**src/rtl/bellek_hakemi_pkg.sv**
```systemverilog
// Shared types and constants for the bellek_hakemi memory-port arbiter.
// - hkm_durum_t  : arbiter FSM state encoding (2-bit)
// - HKM_MASKE_OKU: byte mask value that marks a read access
package bellek_hakemi_pkg;

  typedef enum logic [1:0] {
    HKM_BOS   = 2'd0,
    HKM_GETIR = 2'd1,
    HKM_BIB   = 2'd2
  } hkm_durum_t;

  localparam logic [3:0] HKM_MASKE_OKU = 4'b0000;

endpackage

```
**src/rtl/bellek_hakemi_oncelik.sv**
```systemverilog
// Combinational winner select for the shared memory port.
// Ports:
//   i_getir_sec  : fetch side is requesting
//   i_bib_sec    : load/store side is requesting
//   i_aclik_dolu : fetch has lost the maximum allowed number of times in a row
//   o_getir_kazan: fetch wins this arbitration
//   o_bib_kazan  : load/store wins this arbitration
// At most one output is high; both are low when nobody requests.
module bellek_hakemi_oncelik (
  input  logic i_getir_sec,
  input  logic i_bib_sec,
  input  logic i_aclik_dolu,
  output logic o_getir_kazan,
  output logic o_bib_kazan
);

  // Data side normally has priority; a starved fetch overrides it.
  assign o_bib_kazan   = i_bib_sec & ~(i_getir_sec & i_aclik_dolu);
  assign o_getir_kazan = i_getir_sec & (~i_bib_sec | i_aclik_dolu);

endmodule

```
**src/rtl/bellek_hakemi.sv**
```systemverilog
// Shares one memory port between instruction fetch (getir) and the
// load/store unit (bib). The winning request is latched into registered
// bellek_* outputs, the response is routed back to its owner, fetch is
// protected against starvation and each access has a cycle timeout.
// Ports:
//   clk_i, rst_i                      : clock, asynchronous active-high reset
//   getir_sec_i/getir_adr_i           : fetch request (level) and address
//   getir_veri_o/getir_durdur_o       : fetched word, fetch stall
//   bib_sec_i/adr/veri/maske_i        : load/store request, address, store data, byte mask
//   bib_veri_o/bib_durdur_o           : load data, load/store stall
//   bellek_sec/adr/veri/maske_o       : registered memory request
//   bellek_veri_i/bellek_gecerli_i    : memory read data, one-cycle response pulse
//   hata_o                            : sticky timeout flag
//   durum_o                           : current FSM state (debug)
//
// Handshake: a requester holds *_sec_i high with stable request fields; the
// access is finished in the cycle where sec_i is high and durdur_o is low.
// durdur_o only drops for the owner in its response (or abort) cycle.
module bellek_hakemi
  import bellek_hakemi_pkg::*;
#(
  parameter int ADR_BIT     = 32,
  parameter int VERI_BIT    = 32,
  parameter int ACLIK_ESIK  = 4,
  parameter int ZAMAN_ASIMI = 255
) (
  input  logic                clk_i,
  input  logic                rst_i,
  input  logic                getir_sec_i,
  input  logic [ADR_BIT-1:0]  getir_adr_i,
  output logic [VERI_BIT-1:0] getir_veri_o,
  output logic                getir_durdur_o,
  input  logic                bib_sec_i,
  input  logic [ADR_BIT-1:0]  bib_adr_i,
  input  logic [VERI_BIT-1:0] bib_veri_i,
  input  logic [3:0]          bib_maske_i,
  output logic [VERI_BIT-1:0] bib_veri_o,
  output logic                bib_durdur_o,
  output logic                bellek_sec_o,
  output logic [ADR_BIT-1:0]  bellek_adr_o,
  output logic [VERI_BIT-1:0] bellek_veri_o,
  output logic [3:0]          bellek_maske_o,
  input  logic [VERI_BIT-1:0] bellek_veri_i,
  input  logic                bellek_gecerli_i,
  output logic                hata_o,
  output hkm_durum_t          durum_o
);

  localparam logic [3:0] L_ESIK = 4'(ACLIK_ESIK);
  // Abort fires in the last allowed wait cycle, so the request is visible
  // for exactly ZAMAN_ASIMI cycles.
  localparam logic [7:0] L_SON  = 8'(ZAMAN_ASIMI - 1);

  hkm_durum_t          r_durum;
  hkm_durum_t          w_durum_sonraki;
  logic [3:0]          r_aclik;
  logic [7:0]          r_sayac;
  logic                r_sec;
  logic [ADR_BIT-1:0]  r_adr;
  logic [VERI_BIT-1:0] r_veri;
  logic [3:0]          r_maske;
  logic                r_hata;

  logic w_getir_kazan;
  logic w_bib_kazan;
  logic w_aclik_dolu;
  logic w_bos;
  logic w_zaman_doldu;
  logic w_bitti;
  logic w_getir_sahip;
  logic w_bib_sahip;

  assign w_aclik_dolu  = (r_aclik == L_ESIK);
  assign w_bos         = (r_durum == HKM_BOS);
  assign w_getir_sahip = (r_durum == HKM_GETIR);
  assign w_bib_sahip   = (r_durum == HKM_BIB);
  assign w_zaman_doldu = !w_bos && !bellek_gecerli_i && (r_sayac == L_SON);
  assign w_bitti       = !w_bos && (bellek_gecerli_i || w_zaman_doldu);

  bellek_hakemi_oncelik u_oncelik (
    .i_getir_sec  (getir_sec_i),
    .i_bib_sec    (bib_sec_i),
    .i_aclik_dolu (w_aclik_dolu),
    .o_getir_kazan(w_getir_kazan),
    .o_bib_kazan  (w_bib_kazan)
  );

  // Next-state logic. Arbitration only happens in BOS, so the response
  // cycle never overlaps with a new grant.
  always_comb begin
    w_durum_sonraki = r_durum;
    case (r_durum)
      HKM_BOS: begin
        if (w_bib_kazan)        w_durum_sonraki = HKM_BIB;
        else if (w_getir_kazan) w_durum_sonraki = HKM_GETIR;
      end
      HKM_GETIR, HKM_BIB: begin
        if (w_bitti) w_durum_sonraki = HKM_BOS;
      end
      default: w_durum_sonraki = HKM_BOS;
    endcase
  end

  // Response routing and stall generation. On abort the owner sees data 0.
  always_comb begin
    getir_veri_o   = '0;
    bib_veri_o     = '0;
    if (w_getir_sahip && bellek_gecerli_i) getir_veri_o = bellek_veri_i;
    if (w_bib_sahip && bellek_gecerli_i)   bib_veri_o   = bellek_veri_i;
    getir_durdur_o = getir_sec_i & ~(w_getir_sahip & w_bitti);
    bib_durdur_o   = bib_sec_i & ~(w_bib_sahip & w_bitti);
  end

  always_ff @(posedge clk_i or posedge rst_i) begin
    if (rst_i) begin
      r_durum <= HKM_BOS;
      r_aclik <= '0;
      r_sayac <= '0;
      r_sec   <= 1'b0;
      r_adr   <= '0;
      r_veri  <= '0;
      r_maske <= '0;
      r_hata  <= 1'b0;
    end else begin
      r_durum <= w_durum_sonraki;

      // Consecutive fetch losses; only an actual lost arbitration counts.
      if (!getir_sec_i || (w_bos && w_getir_kazan)) begin
        r_aclik <= '0;
      end else if (w_bos && w_bib_kazan && !w_aclik_dolu) begin
        r_aclik <= r_aclik + 4'd1;
      end

      if (w_bos) begin
        if (w_bib_kazan) begin
          r_sec   <= 1'b1;
          r_adr   <= bib_adr_i;
          r_veri  <= bib_veri_i;
          r_maske <= bib_maske_i;
          r_sayac <= '0;
        end else if (w_getir_kazan) begin
          r_sec   <= 1'b1;
          r_adr   <= getir_adr_i;
          r_veri  <= '0;
          r_maske <= HKM_MASKE_OKU;
          r_sayac <= '0;
        end
      end else if (w_bitti) begin
        r_sec <= 1'b0;
        if (w_zaman_doldu) r_hata <= 1'b1;
      end else begin
        r_sayac <= r_sayac + 8'd1;
      end
    end
  end

  assign bellek_sec_o   = r_sec;
  assign bellek_adr_o   = r_adr;
  assign bellek_veri_o  = r_veri;
  assign bellek_maske_o = r_maske;
  assign hata_o         = r_hata;
  assign durum_o        = r_durum;

endmodule

```
**config.mk**
```make
export PLATFORM = sky130hd
export DESIGN_NAME = bellek_hakemi
export DESIGN_NICKNAME = d
export VERILOG_FILES = /design/src/rtl/bellek_hakemi_pkg.sv /design/src/rtl/bellek_hakemi_oncelik.sv /design/src/rtl/bellek_hakemi.sv
export SDC_FILE = /design/constraint.sdc
export NUM_CORES = 1
export LEC_CHECK = 0
export CORE_MARGIN = 1.5
export CORE_UTILIZATION = 33
export DETAILED_ROUTE_END_ITERATION = 7
export GPL_TIMING_DRIVEN = 0
export PLACE_DENSITY = 0.78
export SKIP_CTS_REPAIR_TIMING = 1
export SYNTH_ARGS = -nofsm -noshare
export SYNTH_HDL_FRONTEND = slang
export SYNTH_SLANG_ARGS = --single-unit
```
**constraint.sdc**
```tcl
create_clock -name clk_i -period 3.2 [get_ports clk_i]
set_clock_uncertainty 0.1 [all_clocks]
set_input_delay 0.8 -clock clk_i [delete_from_list [all_inputs] [get_ports clk_i]]
set_output_delay 0.8 -clock clk_i [all_outputs]
set_load 0.1 [all_outputs]
```
Yosys cells after proc, flatten, opt, wreduce, memory -nomap -nowiden
Index checks and enable logic that the tools add are counted.
{"block": "totals", "regBits": 84, "output_inout_bits": 138, "elab_cells": 76}
{"block": "classes", "addsub": 2, "n_eq_ne": 7, "n_mux": 22, "bitwise_logic": 13, "reduce_logical": 24}
{"op": "32-bit 2-to-1 mux", "n": 6}
{"op": "8-bit 2-to-1 mux", "n": 4}
{"op": "4-bit 2-to-1 mux", "n": 4}
{"op": "8-bit by 1-bit adder with 8-bit output, second input constant", "n": 1}
{"op": "8-bit == test, second input constant", "n": 1}
{"op": "1-bit logical AND", "n": 8}
{"op": "2-bit AND reduction", "n": 4}
{"op": "1-bit AND", "n": 7}
{"op": "2-bit 2-to-1 mux", "n": 3}
{"op": "2-bit nonzero test", "n": 3}
{"op": "1-bit NOT", "n": 5}
{"op": "4-bit by 1-bit adder with 4-bit output, second input constant", "n": 1}
{"op": "4-bit by 3-bit == test with 1-bit output, second input constant", "n": 1}
{"op": "1-bit logical NOT", "n": 4}
{"op": "1-bit 2-to-1 mux", "n": 4}
{"op": "2-bit != test, second input constant", "n": 2}
{"op": "2-bit one-hot mux with 2 select lines", "n": 1}
{"op": "3-bit != test, second input constant", "n": 1}
{"op": "3-bit AND reduction", "n": 1}
{"op": "2-bit by 1-bit == test with 1-bit output, second input constant", "n": 1}
{"op": "2-bit == test, second input constant", "n": 1}
{"op": "2-bit logical NOT", "n": 1}
{"op": "1-bit logical OR", "n": 2}
{"op": "2-bit OR reduction", "n": 1}
{"op": "1-bit OR", "n": 1}

Depth between registers and ports, before layout
Gate-level depths: netlist of the first run.
{"block": "depth", "ltp_word": 9, "ltp_mapped": 8, "mapped_depth_nobuf": 6}

By module
From an unflattened synthesis of the first run, not the netlist that was laid out.
{"block": "hier_totals", "hier_cells": 404, "hier_area_um2": 4140.2}
{"mod": "bellek_hakemi", "instances": 1, "cells_per_inst": 401, "area_per_inst_um2": 4121.5}
{"mod": "bellek_hakemi_oncelik", "instances": 1, "cells_per_inst": 3, "area_per_inst_um2": 18.8}

Worst setup path before layout of the first run
Ideal clock, no wire load.
{"block": "synth_timing", "path_type": "register to output", "start": "register r_durum[0] (netlist: durum_o[0])", "end": "output bib_durdur_o", "t_arrival_ns": 3.784, "required_time_ns": 2.300, "setup_slack_ns": -1.484, "path_stages_with_launch": 7, "n_path_buf": 2, "cell_sequence": "dfrtp_1 inv_1 ha_1 buf_4 clkbuf_1 nor2_1 a21boi_0"}
{"block": "synth_between", "elab_chain_len": 9, "elab_cells_between_ends": 10, "classes_between": "eq/ne: 1; bitwise: 3; reduce/logical: 6"}
{"element": "start: declaration", "line_no": "bellek_hakemi.sv:54", "rtl": "hkm_durum_t r_durum;"}
{"element": "start signal: assignment", "line_no": "bellek_hakemi.sv:125", "rtl": "r_durum <= w_durum_sonraki;"}
{"element": "2-bit logical NOT (*)", "line_no": "bellek_hakemi.sv:74", "rtl": "assign w_bos = (r_durum == HKM_BOS);"}
{"element": "via w_bos", "line_no": "bellek_hakemi.sv:67", "rtl": "logic w_bos;"}
{"element": "1-bit logical NOT (*)", "line_no": "bellek_hakemi.sv:77, bellek_hakemi.sv:78"}
{"element": "1-bit logical AND (2 in series)", "line_no": "bellek_hakemi.sv:77", "rtl": "assign w_zaman_doldu = !w_bos && !bellek_gecerli_i && (r_sayac == L_SON);"}
{"element": "1-bit logical OR", "line_no": "bellek_hakemi.sv:78", "rtl": "assign w_bitti = !w_bos && (bellek_gecerli_i || w_zaman_doldu);"}
{"element": "1-bit logical AND (*)", "line_no": "bellek_hakemi.sv:78"}
{"element": "1-bit AND (*)", "line_no": "bellek_hakemi.sv:111", "rtl": "bib_durdur_o = bib_sec_i & ~(w_bib_sahip & w_bitti);"}
{"element": "1-bit NOT (*)", "line_no": "bellek_hakemi.sv:111"}
{"element": "1-bit AND (*)", "line_no": "bellek_hakemi.sv:111"}
{"element": "end: declaration", "line_no": "bellek_hakemi.sv:38", "rtl": "output logic bib_durdur_o,"}
The timed path passes the listed nets; every way through them passes the cells marked *.

Worst setup path in the final report of the first run
{"block": "layout_timing", "start": "register r_sayac[0]", "end": "output bib_durdur_o"}
{"block": "layout_between", "elab_chain_len": 7}
{"element": "start: declaration", "line_no": "bellek_hakemi.sv:57", "rtl": "logic [7:0] r_sayac;"}
{"element": "start signal: assignment", "line_no": "bellek_hakemi.sv:152", "rtl": "r_sayac <= r_sayac + 8'd1;"}
{"element": "8-bit == test", "line_no": "bellek_hakemi.sv:77"}
{"element": "1-bit logical AND", "line_no": "bellek_hakemi.sv:77"}
{"element": "1-bit logical OR", "line_no": "bellek_hakemi.sv:78"}
{"element": "1-bit logical AND", "line_no": "bellek_hakemi.sv:78"}
{"element": "1-bit AND", "line_no": "bellek_hakemi.sv:111"}
{"element": "1-bit NOT", "line_no": "bellek_hakemi.sv:111"}
{"element": "1-bit AND", "line_no": "bellek_hakemi.sv:111"}
No other way between the ends.

==> metrics.txt, run 1 <==
I/O Pins 275; Synth Area per Inst 9.677 sq um; Global Route met1 Usage 24.11%; Die W 116.6 microns; Row Count 41; ys async rst share 100.0%; crit path launch r_sayac[0]; gr ovfl total 0; RSZ-0062 raised after global routing false; filler-free cell count of the finished design 900; Critical Path RT 2.30 ns; setup violators final 0; Avg WL per Cell 16.64 microns; nets 867; ys flop type dfrtp_1; Yosys cell types 44; DRC errors left 0; post-synth top area share between 40% and 50%; post-synthesis sequential area ratio about 49%; global-route wire length before repair 22.42 mm; placed insts 885; H-tree depth 3; Hold Violations, Final 0; WHS Path Cells 1; TritonRoute pass-1 iters 4; CTS Buffer Depth 2; pre-CTS WS -1.286 ns; HPWL after detailed placement 11.72 mm; Initial Util 33.74%; critical path startpoint category register; max-cap viol count 0; Worst Setup Slack, final 0.1535 ns; clock slew at reported path FFs 0.06 ns; Worst path max stage delay 0.40 ns; CP max FO 6; Syn Nets 584; core area 12620 sq um; design area 7322 sq um; worst min-delay path class register to register; root buf cell clkbuf_16; most instantiated cells after synthesis dfrtp_1, and3_1, a21oi_1, nor2_1; FF+latch count, synth 84; largest area contributor in the netlist dfrtp_1; vias in the first global route between 4000 and 5000; clock latency on the worst-skew pair about 0.33 ns; cells along the critical path inv_1 -> ha_1 -> and4_4 -> buf_6 -> a21oi_1 -> nor2_1 -> a21boi_2 -> buf_4; final WL approximately 15 mm; GRT Max-Usage Layer met2; Critical Path End bib_durdur_o; gpl congestion 0.8221; clk sinks 84; layout cells sized above 1 22.12%; critical path class register to output pin; reg-to-reg endpoint bellek_adr_o[24]; reg2reg start durum_o[0]; top cells by area, synth dfrtp_1, and3_1, a22o_1; shortest period the worst path allows 3.047 ns; Via-to-Cell Ratio 4.964; GRT Total Usage 21.48%; Worst Reg-to-Reg Cells 7; status finished, final reports clean; die area 13590 sq um; Placed Area 7269 sq um; DIE HEIGHT roughly 120 microns; synthesis-to-finish area growth 71.97%; CTS tree yes; r2r setup slk 1.26 ns; Num CTS Buffers 9; synthesized cell area 4258 sq um; crit path DAT 2.15 ns; Final Cycle Share around 95%; antenna-violating nets left 0; largest net degree at the start of global routing 47; detailed router's first-iteration violation count ~200; met3 Use GR 6.591%; Max stage delay cell, worst path dfrtp_1; diodes inserted 0; EDFF count, synth 0; filler instances 1118; GR Layer Usage met2 39.29%; Cells after Synth 440; Worst setup EP type output pin; Slew headroom 26.66%; Syn. warnings 0; fmax 0.3282 GHz; DR vias 4468; Slew Viols, Final 0; initial antenna violation count 0; cell with the most instances after synthesis dfrtp_1; count of buffers from port buffering 272; Worst-Margin Slew 1.097 ns
## how the worst min path moves through the flow
stage	start	endpoint	slack, ns
2_1_floorplan	r_sayac[6]	r_sayac[6]	0.38
3_3_place_gp	hata_o	hata_o	0.35
3_5_place_dp	hata_o	hata_o	0.35
4_1_cts	hata_o	hata_o	0.37
5_1_grt	hata_o	hata_o	0.39
6_report	hata_o	hata_o	0.37
## worst max-delay path, delay by kind of cell, from the launching register on
kind / cells / cell delay (ns)
AO/OA/AOI/OAI: 2 / 0.39
adder cells (fa/ha/maj): 1 / 0.21
buffers and inverters: 3 / 0.49
flip-flops: 1 / 0.40
AND/OR/NAND/NOR: 2 / 0.33
## layout by cell type, fill, tap and decap left out, types with 4 or more instances in the layout
cell,count
buf_4,5
a21oi_2,10
o21ai_0,4
a21oi_1,58
buf_2,14
nand2_1,38
and3_1,40
clkbuf_16,9
and3_2,29
buf_6,10
clkbuf_1,11
nand3_1,7
clkbuf_4,30
clkdlybuf4s50_1,205
ha_1,7
dfrtp_1,84
clkbuf_2,37
inv_1,8
nor2_1,42
a22o_1,38
## sequential cells by signal (all words and copies together) (netlist names)
signal / cells
hata_o: 1
durum_o: 2
r_sayac: 8
bellek_sec_o: 1
bellek_adr_o: 32
bellek_maske_o: 4
bellek_veri_o: 32
r_aclik: 4
## stage by stage
step | hold WS [ns] | setup TNS, ns | utilization, %
global route | 0.3946 | 0 | 58.02
global placement | 0.3541 | -161.67 | 57.37
finish | 0.3701 | 0 | 58.02
CTS | 0.3748 | -67.35 | 59.92
detailed placement | 0.3506 | -67.01 | 57.60
floorplan | 0.3824 | -0.6057 | -
## logic make-up (layout without fill, tap and decap cells)
logic type | Yosys count | in the layout | synth area share [%]
AOI/OAI and AO/OA | 128 | 128 | 20.95
and+or+nand+nor | 170 | 170 | 20.60
muxes | 1 | 1 | 0.2351
adders and majority gates | 7 | 7 | 2.057
DFF | 84 | 84 | 49.37
xor gates and xnor gates | 1 | 1 | 0.2057
buffers and inverters | 49 | 337 | 6.582
## cell type report
class	instances	area, sq um	share of cell area (%)
clock buffer	11	232.7	3.178
sequential	84	2102	28.71
tap	172	215.2	2.939
inverter	9	36.28	0.4956
timing repair buffer	273	2506	34.23
multi-input combinational	307	1919	26.21
clock inverter	5	60.06	0.8202
buffer	39	250.2	3.418
## per-layer routing
layer | wire [microns] | up-vias
li1 | - | 2134
met1 | 5724 | 2110
met2 | 7735 | 204
met3 | 1336 | 20
met4 | 178 | 0
met5 | 0 | -
Power of run 1 is not shown: default switching activity piles up to over one toggle a cycle in this logic, so the estimate is an artifact.
==> run 2, diff against run 1 <==
--- a/config.mk
+++ b/config.mk
@@ -5,6 +5,7 @@
 export SDC_FILE = /design/constraint.sdc
 export NUM_CORES = 1
 export LEC_CHECK = 0
+export ABC_CLOCK_PERIOD_IN_PS = 3200
 export CORE_MARGIN = 1.5
 export CORE_UTILIZATION = 33
 export DETAILED_ROUTE_END_ITERATION = 7
==> results of run 2 <==
Final layout, timing and power as in run 1 (identical DEF).
Power of run 2 is left out for the same reason.
==> run 3, diff against run 2 <==
--- a/config.mk
+++ b/config.mk
@@ -5,13 +5,15 @@
 export SDC_FILE = /design/constraint.sdc
 export NUM_CORES = 1
 export LEC_CHECK = 0
+export ABC_AREA = 1
 export ABC_CLOCK_PERIOD_IN_PS = 3200
 export CORE_MARGIN = 1.5
 export CORE_UTILIZATION = 33
 export DETAILED_ROUTE_END_ITERATION = 7
 export GPL_TIMING_DRIVEN = 0
-export PLACE_DENSITY = 0.78
+export PLACE_DENSITY = 0.79
 export SKIP_CTS_REPAIR_TIMING = 1
 export SYNTH_ARGS = -nofsm -noshare
 export SYNTH_HDL_FRONTEND = slang
 export SYNTH_SLANG_ARGS = --single-unit
+export TNS_END_PERCENT = 30
==> run 3 against run 2 <==
  * Sequential share of layout area down 0.23 points
  * Register-to-register slack worse by 0.06 ns
  * First-iteration DRC count up 67%
  * Worst setup slack worse by 0.053 ns
  * Clock-buffer cell count unchanged
  * Final cell count up 4.8%
  * Non-clock buffer count down 7
  * Fmax down 1.7%
  * Utilization up 3.3 points
  * Die area down 3.3%
  * Via count up 3.2%
  * Critical endpoint is now getir_veri_o[31]
==> metrics.txt, run 3 <==
core area 12060 sq um (-4.4%); Worst Reg-to-Reg Cells 8 (+1); synthesis-to-finish area growth 79.71%; top cells by area, synth dfrtp_1, nor2_1, a21oi_1; layout cells sized above 1 23.10% (+0.98 points); GRT Max-Usage Layer met2; Global Route met1 Usage 24.76% (+0.64 points); critical path startpoint category primary input; post-synthesis sequential area ratio 51.11% (+1.7 points); CTS Buffer Depth 2 (unchanged); Cells after Synth 486 (+10%); DR vias 4611 (+3.2%); clock slew at reported path FFs 0.06 ns (about the same); Critical Path RT 2.30 ns (about the same); largest area contributor in the netlist dfrtp_1; Row Count 40 (-2.4%); Via-to-Cell Ratio 4.890 (-1.5%); initial antenna violation count 0 (unchanged); nets 914 (+5.4%); largest net degree at the start of global routing 48 (+2.1%); Worst-Margin Slew 1.032 ns (-0.06436 ns); worst min-delay path class register to register; Slew headroom 30.96% (+4.3 points); DRC errors left 0 (unchanged); synthesized cell area 4113 sq um (-3.4%); clock latency on the worst-skew pair 0.33 ns (about the same); start point of the worst hold path hata_o; max-cap viol count 0 (unchanged); status finished, final reports clean; gr ovfl total 0 (unchanged); root buf cell clkbuf_16; crit path launch bellek_veri_i[31]; HPWL after detailed placement 11.87 mm (+1.3%); filler-free cell count of the finished design 943 (+4.8%); filler instances 1029 (-8.0%); Avg WL per Cell 15.77 microns (-5.2%); GRT Total Usage 22.34% (+0.86 points); reg2reg start durum_o[1]; clk sinks 84 (unchanged); final WL 14.87 mm (-0.71%); pre-CTS WS -1.030 ns (+0.2566 ns); vias in the first global route 4763 (+7.5%); gpl congestion 0.8872 (+7.9%); antenna-violating nets left 0 (unchanged); ys flop type dfrtp_1; r2r setup slk 1.20 ns (-0.06 ns); Worst path max stage delay 0.77 ns (+0.37 ns); Die W 114.6 microns (-1.7%); Worst setup EP type output pin; CTS tree yes; shortest period the worst path allows 3.100 ns (+0.05339 ns); RSZ-0062 raised after global routing false; Syn Nets 630 (+7.9%); Slew Viols, Final 0 (unchanged); crit path DAT 2.20 ns (+0.05 ns); TritonRoute pass-1 iters 5 (+1); Num CTS Buffers 9 (unchanged); EDFF count, synth 0 (unchanged); Critical Path End getir_veri_o[31]; critical path class primary input to output pin; cell with the most instances after synthesis nor2_1; Hold Violations, Final 0 (unchanged); Yosys cell types 26 (-41%); met3 Use GR 6.353% (-0.24 points); FF+latch count, synth 84 (unchanged); setup violators final 0 (unchanged); GR Layer Usage met2 40.40% (+1.1 points); Syn. warnings 0 (unchanged); H-tree depth 3 (unchanged); Initial Util 34.10% (+0.36 points); Final Cycle Share 96.87% (+1.7 points); Fin Hold WS 0.3679 ns (-0.002198 ns); global-route wire length before repair 23.09 mm (+3.0%); most common cell after layout, fill and taps aside clkdlybuf4s50_1; most instantiated cells after synthesis nor2_1, dfrtp_1, a21oi_1, inv_1, nand3_1; I/O Pins 275 (unchanged); die area 13140 sq um (-3.3%); Max stage delay cell, worst path dlymetal6s2s_1; highest-count cells in the layout ignoring fill and taps clkdlybuf4s50_1, dfrtp_1, a21oi_1, nor2_2, inv_1; fmax 0.3226 GHz (-1.7%); Synth Area per Inst 8.462 sq um (-13%); count of buffers from port buffering 272 (unchanged); detailed router's first-iteration violation count 336 (+67%); cells along the critical path clkdlybuf4s50_1 -> inv_1 -> nor2_1 -> dlymetal6s2s_1; CP max FO 2 (-4); ys async rst share 100.0% (unchanged); reg-to-reg endpoint bellek_adr_o[31]; diodes inserted 0 (unchanged); placed insts 927 (+4.7%); DIE HEIGHT 114.6 microns (-1.7%); Worst Setup Slack, final 0.1001 ns (-0.05339 ns); post-synth top area share 51.11% (+1.7 points)
==> run 3: worst min-delay path by stage <==
| stage | end | slack (ns) | cells past startpoint |
|---|---|---|---|
| 6_report | hata_o | 0.37 | 2 |
| 5_1_grt | hata_o | 0.39 | 2 |
| 4_1_cts | hata_o | 0.38 | 2 |
| 3_5_place_dp | bellek_sec_o | 0.37 | 2 |
| 3_3_place_gp | hata_o | 0.36 | 2 |
| 2_1_floorplan | r_sayac[0] | 0.39 | 1 |
==> run 3: worst max-delay path: cells and delay by family <==
kind	cells	cell delay, ns
simple gates	1	0.09
buf+inv	3	1.31
==> run 3: logic make-up (layout without fill, tap and decap cells) <==
family          after synthesis  in the layout  share of synthesized area [%]
compound gates              119            119                          17.95
xor+xnor                      2              2                         0.4260
fa+ha+maj                     7              7                          2.130
buf+inv                      83            372                          8.762
flops                        84             84                          51.11
simple gates                191            191                          19.62
==> run 3: metrics by stage <==
stage	util (%)	TNS (ns)	cell area, sq um
finish	61.28	0	7391
global route	61.28	0	7391
CTS	62.68	-57.22	7560
detailed placement	60.28	-57.05	7271
global placement	60.03	-152.09	7241
floorplan	-	-0.4276	4308
==> run 3: area by class of cell <==
type	count	area, sq um	area share (%)
Timing Repair Buffer	273	2574	34.82
Clock inverter	5	36.28	0.4909
Inverter	51	193.9	2.624
Sequential cell	84	2105	28.47
Multi-Input combinational cell	319	1846	24.97
Buffer	32	173.9	2.353
Clock buffer	11	252.7	3.420
Tap cell	168	210.2	2.844
==> run 3: metal layers <==
| layer | vias up | part of all wire [%] |
|---|---|---|
| met5 | - | 0 |
| li1 | 2168 | - |
| met2 | 230 | 52 |
| met1 | 2185 | 38 |
| met4 | 0 | 2.9 |
| met3 | 28 | 8.0 |
Power of run 3 is left out for the same reason.
